[config.mk]
export PLATFORM = sky130hd
export DESIGN_NAME = beat_sequencer
export DESIGN_NICKNAME = d
export VERILOG_FILES = /design/src/rtl/beat_sequencer.sv
export SDC_FILE = /design/constraint.sdc
export NUM_CORES = 1
export LEC_CHECK = 0
export ABC_AREA = 1
export CAP_MARGIN = 20
export CORE_ASPECT_RATIO = 2
export CORE_UTILIZATION = 47
export DETAILED_ROUTE_END_ITERATION = 6
export GPL_TIMING_DRIVEN = 0
export MAX_ROUTING_LAYER = met4
export PLACE_DENSITY_LB_ADDON = 0.15
export SLEW_MARGIN = 20
export SYNTH_ARGS = -nofsm -noshare
export SYNTH_HDL_FRONTEND = slang
export SYNTH_SLANG_ARGS = --single-unit
export TNS_END_PERCENT = 30
[constraint.sdc]
create_clock -name clk -period 2.81 [get_ports clk]
set_input_delay 0.7025 -clock clk [delete_from_list [all_inputs] [get_ports clk]]
set_output_delay 0.7025 -clock clk [all_outputs]
set_load 0.005 [all_outputs]
[src/rtl/beat_sequencer.sv]
// rtl/beat_sequencer.sv - play/pause/stop transport controller producing the beat index and play enable
module beat_sequencer #(
    parameter int BASE_DIV = 25_000_000,
    parameter int BEAT_LEN = 64
) (
    input  logic        clk,
    input  logic        rst_n,
    input  logic        play_pause,
    input  logic        stop,
    input  logic        loop_en,
    input  logic [1:0]  tempo_sel,
    output logic [11:0] ibeatNum,
    output logic        en,
    output logic        beat_pulse,
    output logic        done,
    output logic [1:0]  state
);

    typedef enum logic [1:0] {
        S_IDLE  = 2'd0,
        S_PLAY  = 2'd1,
        S_PAUSE = 2'd2
    } state_t;

    localparam logic [31:0] BASE      = 32'(BASE_DIV);
    localparam logic [11:0] LAST_BEAT = 12'(BEAT_LEN - 1);

    state_t      state_q, state_d;
    logic [11:0] beat_q, beat_d;
    logic [31:0] tick_q, tick_d;
    logic [31:0] period_q, period_d;
    logic        en_q, en_d;
    logic        pulse_q, pulse_d;
    logic        done_q, done_d;
    logic        boundary;

    // Last tick of the current beat; only meaningful while playing.
    assign boundary = (state_q == S_PLAY) && (tick_q == period_q - 32'd1);

    // State register plus every registered output; reset is asynchronous.
    always_ff @(posedge clk or negedge rst_n) begin
        if (!rst_n) begin
            state_q  <= S_IDLE;
            beat_q   <= 12'd0;
            tick_q   <= 32'd0;
            period_q <= BASE;
            en_q     <= 1'b0;
            pulse_q  <= 1'b0;
            done_q   <= 1'b0;
        end else begin
            state_q  <= state_d;
            beat_q   <= beat_d;
            tick_q   <= tick_d;
            period_q <= period_d;
            en_q     <= en_d;
            pulse_q  <= pulse_d;
            done_q   <= done_d;
        end
    end

    // Next-state logic: stop first, then per-state transport and beat counting.
    always_comb begin
        state_d  = state_q;
        beat_d   = beat_q;
        tick_d   = tick_q;
        period_d = period_q;
        pulse_d  = 1'b0;
        done_d   = 1'b0;

        if (stop) begin
            state_d = S_IDLE;
            beat_d  = 12'd0;
            tick_d  = 32'd0;
        end else begin
            case (state_q)
                S_IDLE: begin
                    if (play_pause) begin
                        state_d  = S_PLAY;
                        beat_d   = 12'd0;
                        tick_d   = 32'd0;
                        period_d = BASE >> tempo_sel;
                    end
                end
                S_PLAY: begin
                    if (boundary) begin
                        // Tempo only reloads here so a running beat is never cut short.
                        tick_d   = 32'd0;
                        pulse_d  = 1'b1;
                        period_d = BASE >> tempo_sel;
                        if (beat_q == LAST_BEAT) begin
                            beat_d = 12'd0;
                            if (!loop_en) begin
                                // End of a one-shot song overrides a simultaneous pause.
                                state_d = S_IDLE;
                                done_d  = 1'b1;
                            end else if (play_pause) begin
                                state_d = S_PAUSE;
                            end
                        end else begin
                            beat_d = beat_q + 12'd1;
                            if (play_pause) begin
                                state_d = S_PAUSE;
                            end
                        end
                    end else if (play_pause) begin
                        // Pausing freezes tick_cnt where it stands so resume continues the beat.
                        state_d = S_PAUSE;
                    end else begin
                        tick_d = tick_q + 32'd1;
                    end
                end
                S_PAUSE: begin
                    if (play_pause) begin
                        state_d = S_PLAY;
                    end
                end
                default: begin
                    state_d = S_IDLE;
                    beat_d  = 12'd0;
                    tick_d  = 32'd0;
                end
            endcase
        end

        en_d = (state_d == S_PLAY);
    end

    assign ibeatNum   = beat_q;
    assign en         = en_q;
    assign beat_pulse = pulse_q;
    assign done       = done_q;
    assign state      = state_q;

endmodule

* Word level (Yosys, flattened, before mapping)
Cells that the tools add are included.
** Word-level totals
- Flip-flop bits (word level) :: 81
- Output and inout bits :: 17
- Bits of input ports :: 7
- Word-level logic and storage cells :: 58
** Operators by class
- Reductions and logical operators :: 7
- Equal/unequal tests :: 11
- Bitwise logic cells :: 1
- Multiplexer cells :: 28
- Shift operators :: 1
- $add $sub $neg :: 3
** Operators by type and width (count)
- two-way mux 32 bit :: 6
- case mux 32 bit (3 select lines) :: 1
- case mux 32 bit (2 select lines) :: 1
- two-way mux 12 bit :: 4
- case mux 12 bit (3 select lines) :: 1
- adder 32 x 1 -> 32 bit, second input constant :: 1
- equality test 32 bit :: 1
- >> shifter 25 x 2 -> 32 bit, first input constant :: 1
- subtractor 32 x 1 -> 32 bit, second input constant :: 1
- adder 12 x 1 -> 12 bit, second input constant :: 1
- equality test 12 x 6 -> 1 bit, second input constant :: 1
- two-way mux 2 bit :: 6
- two-way mux 1 bit :: 8
- inequality test 2 bit, second input constant :: 3
- inequality test 3 bit, second input constant :: 2
- AND reduction 3 bit :: 2
- equality test 2 x 1 -> 1 bit, second input constant :: 2
- inequality test 4 bit, second input constant :: 1
- case mux 2 bit (2 select lines) :: 1
- AND reduction 4 bit :: 1
- equality test 2 bit, second input constant :: 1
- logical NOT 2 bit :: 1
- nonzero test 2 bit :: 1
- OR reduction 2 bit :: 1
- 2 further kinds :: 2

* Longest topological paths before layout
- Depth in word-level cells :: 7
- Gate-level depth with buffers :: 16
- Depth with buffers taken out :: 15

* Worst setup path after synthesis
OpenSTA, ideal clock, no wires.
- Path kind :: input port to flip-flop
- From :: input stop
- To :: register beat_q[10], in the netlist ibeatNum[10]
- Library setup time :: 76 ps
- Data arrival time :: 1946 ps
- Data required time :: 2734 ps
- Setup slack :: 788 ps
- Cell stages on the path :: 8
- Buffers on the path :: 2
- Path through :: clkbuf_1 > or2_2 > nor2_1 > inv_1 > nor2_1 > buf_2 > o211ai_1 > o21ai_1
** Between the ends
- Cells in the longest elaborated chain, start to end :: 2
- Elaborated cells on any way between the ends :: 5
- Those cells by class :: eq/ne: 3; mux: 1; reduce/logical: 1
** Ends and longest elaborated chain
- start, declared :: RTL line 9 : input logic stop,
- inequality test 3 bit (no line) / inequality test 2 bit (equally long branches)
- AND reduction 3 bit (no line)
- end signal, assigned :: RTL line 52 : beat_q <= beat_d;
- end, declared :: RTL line 29 : logic [11:0] beat_q, beat_d;
Several ways; a longest one is shown, not always the timed one.
A chain may end at the register's enable or synchronous reset.

* Worst setup path after layout
- From :: register tick_q[0]
- To :: register tick_q[10]
** Between the ends
- Cells in the longest elaborated chain, start to end :: 5
- Elaborated cells on any way between the ends :: 9
- Those cells by class :: add/sub: 1; eq/ne: 2; mux: 4; reduce/logical: 2
** Ends and longest elaborated chain
- start, declared :: RTL line 30 : logic [31:0] tick_q, tick_d;
- start signal, assigned :: RTL line 53 : tick_q <= tick_d;
- adder 32 x 1 -> 32 bit / equality test 32 bit (equally long branches) :: RTL line 109, 38
- two-way mux 32 bit / logical AND 1 bit (equally long branches) :: RTL line 105, 38
- two-way mux 32 bit :: RTL line 85 : if (boundary) begin
- case mux 32 bit (3 select lines) :: RTL line 75 : case (state_q)
- two-way mux 32 bit :: RTL line 70 : if (stop) begin
Several ways; a longest one is shown, not always the timed one. The select of a mux whose other input is x is not followed.

==> results_dict.tcl <==
set metrics [dict create \
    status "finished clean" \
    dieArea_um2 9290 \
    finalCritPeriodShare_pct 91.4 \
    n_antenna_cell 0 \
    clk_latency_ns 0.34 \
    min_path_type "in -> async" \
    power_density_nw_per_um2 492 \
    dp_slack_ns 0.0679 \
    io_buffers 22 \
    core_um2 8650 \
    viasPerCell 5.48 \
    grt_usage_pct 32.7 \
    synth_edf_count 0 \
    synth_top_flop_cell "dfrtp_1" \
    synth.avg_cell_area_um2 6.69 \
    setup_ws_ns 0.242 \
    gr-total-overflow 0 \
    grt_pass1_wl_mm 20.9 \
    start_kind "flop" \
    clock-root-buffer "clkbuf_16" \
    yosys-top-cells-area "dfrtp_1 33%, nand2_1 18%, nand3_1 9.5%" \
    hold_viol 0 \
    wl_per_cell_um 17.3 \
    final_nets 668 \
    syn_to_final_growth_pct 15.5 \
    worstPathRequired_ns 3.04 \
    ir_worst_vdd_mv 0.351 \
    critical_path_class "reg -> reg" \
    cts.sinks 60 \
    seq_area_um2 1510 \
    rows 48 \
    antenna_found_initial 0 \
    crit_fanout 10 \
    whs_ns 0.293 \
    ys_ff_latch 60 \
    cts_tree "yes" \
    finalClockSkew_ns 0.00660 \
    num_io_pins 24 \
    post_dp_cell_area_um2 4540 \
    finalCriticalPeriod_ns 2.57 \
    seq_area_frac_synth_pct 36.1 \
    die_h_um 135 \
    synth.net_count 634 \
    arrival_ns 2.80 \
    htreeDepth 3 \
    yosysTopAreaCellShare_pct 33.0 \
    path_clk_slew_ns 0.05 \
    async_flop_share_pct 100 \
    wirelength_mm 13.2 \
    layout-drive-gt1-share_pct 9.20 \
    slew_viol_final 0 \
    clock.fmax_ghz 0.389 \
    grt_pass1_vias 4122 \
    gp_congestion 1.01 \
    postLayoutCellArea_um2 4820 \
    grt_max_degree 33 \
    cp-end-kind "flop" \
    setup_viol 0 \
    yosys_warnings 0 \
    start_util_pct 48.3 \
    vias 4182 \
    drtPass1Iterations 5 \
    leakage_uw 0.00232 \
    multi_input_area_um2 2280 \
    ff2ff_path_depth 15 \
    synth_cells 624 \
    initialDrtViolationCount 271 \
    synth_area_um2 4180 \
    die_w_um 68.6 \
    ys_types 35 \
    cts_buffer_depth 2 \
    fillers 868 \
    synth_top_area_cell "dfrtp_1" \
    antenna_left 0 \
    yosys.cell_count.top_type "nand2_1" \
    relSlewSlack_pct 48.9 \
    worst_slew_pin_slew_ns 0.758 \
    cts_buffers 9 \
    final_util_pct 55.8 \
    synth_common_cells "195 x nand2_1, 80 x nor2_1, 79 x nand3_1, 67 x inv_1, 55 x dfrtp_1" \
    hpwl_mm 10.4 \
    rsz0062_at_grt "false" \
    max_cap_viol_count 0 \
    drc 0 \
]
-- per-stage QoR --
step | setup TNS [ns] | cells | total power, uW
after floorplan | 0 | 624 | 1230
after global placement | -51.05 | 746 | 1330
after detailed placement | 0 | 747 | 1350
after CTS | 0 | 763 | 2390
after global routing | 0 | 763 | 2470
final | 0 | 763 | 2370
-- power breakdown --
group | internal, uW | switching, uW | total [uW]
clock network | 622 | 420 | 1040
logic | 138 | 245 | 383
registers | 909 | 39.2 | 948
total | 1670 | 704 | 2370
-- cell usage in the layout, fill, tap and decap left out, drive strengths merged, types with 2 or more instances in the layout --
cell type      instances
nand2                200
dfstp                  5
nor3                  14
ha                     3
xnor2                  7
and3                   3
dfrtp                 55
nor2                  84
inv                   71
or2                    3
clkbuf                15
xor2                  19
o211ai                 2
nor4                   3
nand3                 80
clkinv                 3
clkinvlp               2
clkdlybuf4s50         21
a21oi                  8
nand4                 13
buf                   16
o21ai                 30
-- worst max-delay path, stage by stage (launching register included) --
cell and delay, ns:
dfrtp_1 0.53, ha_1 0.28, nand2_1 0.09, inv_1 0.12
nand2_1 0.12, nor2_1 0.10, nand2_1 0.06, nor2_1 0.11
nand2_1 0.09, nor2_2 0.13, nand3_4 0.16, nand2_4 0.20
buf_4 0.23, inv_1 0.08, nand3_1 0.08, nand2_1 0.05
-- state kept, by name (all words and copies together) (netlist names) --
signal,count
done,1
state,2
tick_q,32
ibeatNum,12
beat_pulse,1
en,1
period_q,11
-- cell families (layout without fill, tap and decap cells) --
logic type | after synthesis | after routing | share of synthesized area, %
AND/OR/NAND/NOR | 401 | 401 | 41.4
XOR/XNOR | 26 | 26 | 5.45
AO/OA/AOI/OAI | 45 | 45 | 6.68
buffers and inverters | 89 | 128 | 9.50
adder cells (fa/ha/maj) | 3 | 3 | 0.899
flip-flops | 60 | 60 | 36.1
-- final timing paths --
kind / start / to / slack, ns
max in group asynchronous: rst_n / period_q[24]$_DFFE_PN1P_ / 1.94
max: tick_q[0]$_DFFE_PN0P_ / tick_q[10]$_DFFE_PN0P_ / 0.24
max reg2reg: tick_q[0]$_DFFE_PN0P_ / tick_q[10]$_DFFE_PN0P_ / 0.24
min in group clk: period_q[20]$_DFFE_PN1P_ / period_q[20]$_DFFE_PN1P_ / 0.47
min: rst_n / tick_q[20]$_DFFE_PN0P_ / 0.29
min reg2reg: period_q[20]$_DFFE_PN1P_ / period_q[20]$_DFFE_PN1P_ / 0.47
-- layout make-up --
class | instances | area share [%]
Tap cell | 100 | 2.59
Clock inverter | 5 | 0.778
Inverter | 71 | 5.53
Sequential cell | 60 | 31.3
Timing Repair Buffer | 23 | 4.93
Buffer | 18 | 2.70
Clock buffer | 11 | 5.03
Multi-Input combinational cell | 475 | 47.2
-- per-layer routing --
layer,vias to the layer above,GRT usage [%],share of wire (%)
met2,130,55.7,54
met1,1924,30.8,34
met4,0,23.8,7.9
li1,2061,-,-
met3,67,6.65,3.8
met5,-,-,0
-- timing repair --
item,CTS,global route
setup endpoints to repair,0,1
resized for setup,0,1
hold buffers,0,0
setup buffers,0,0
(Power assumes the default switching activity.)
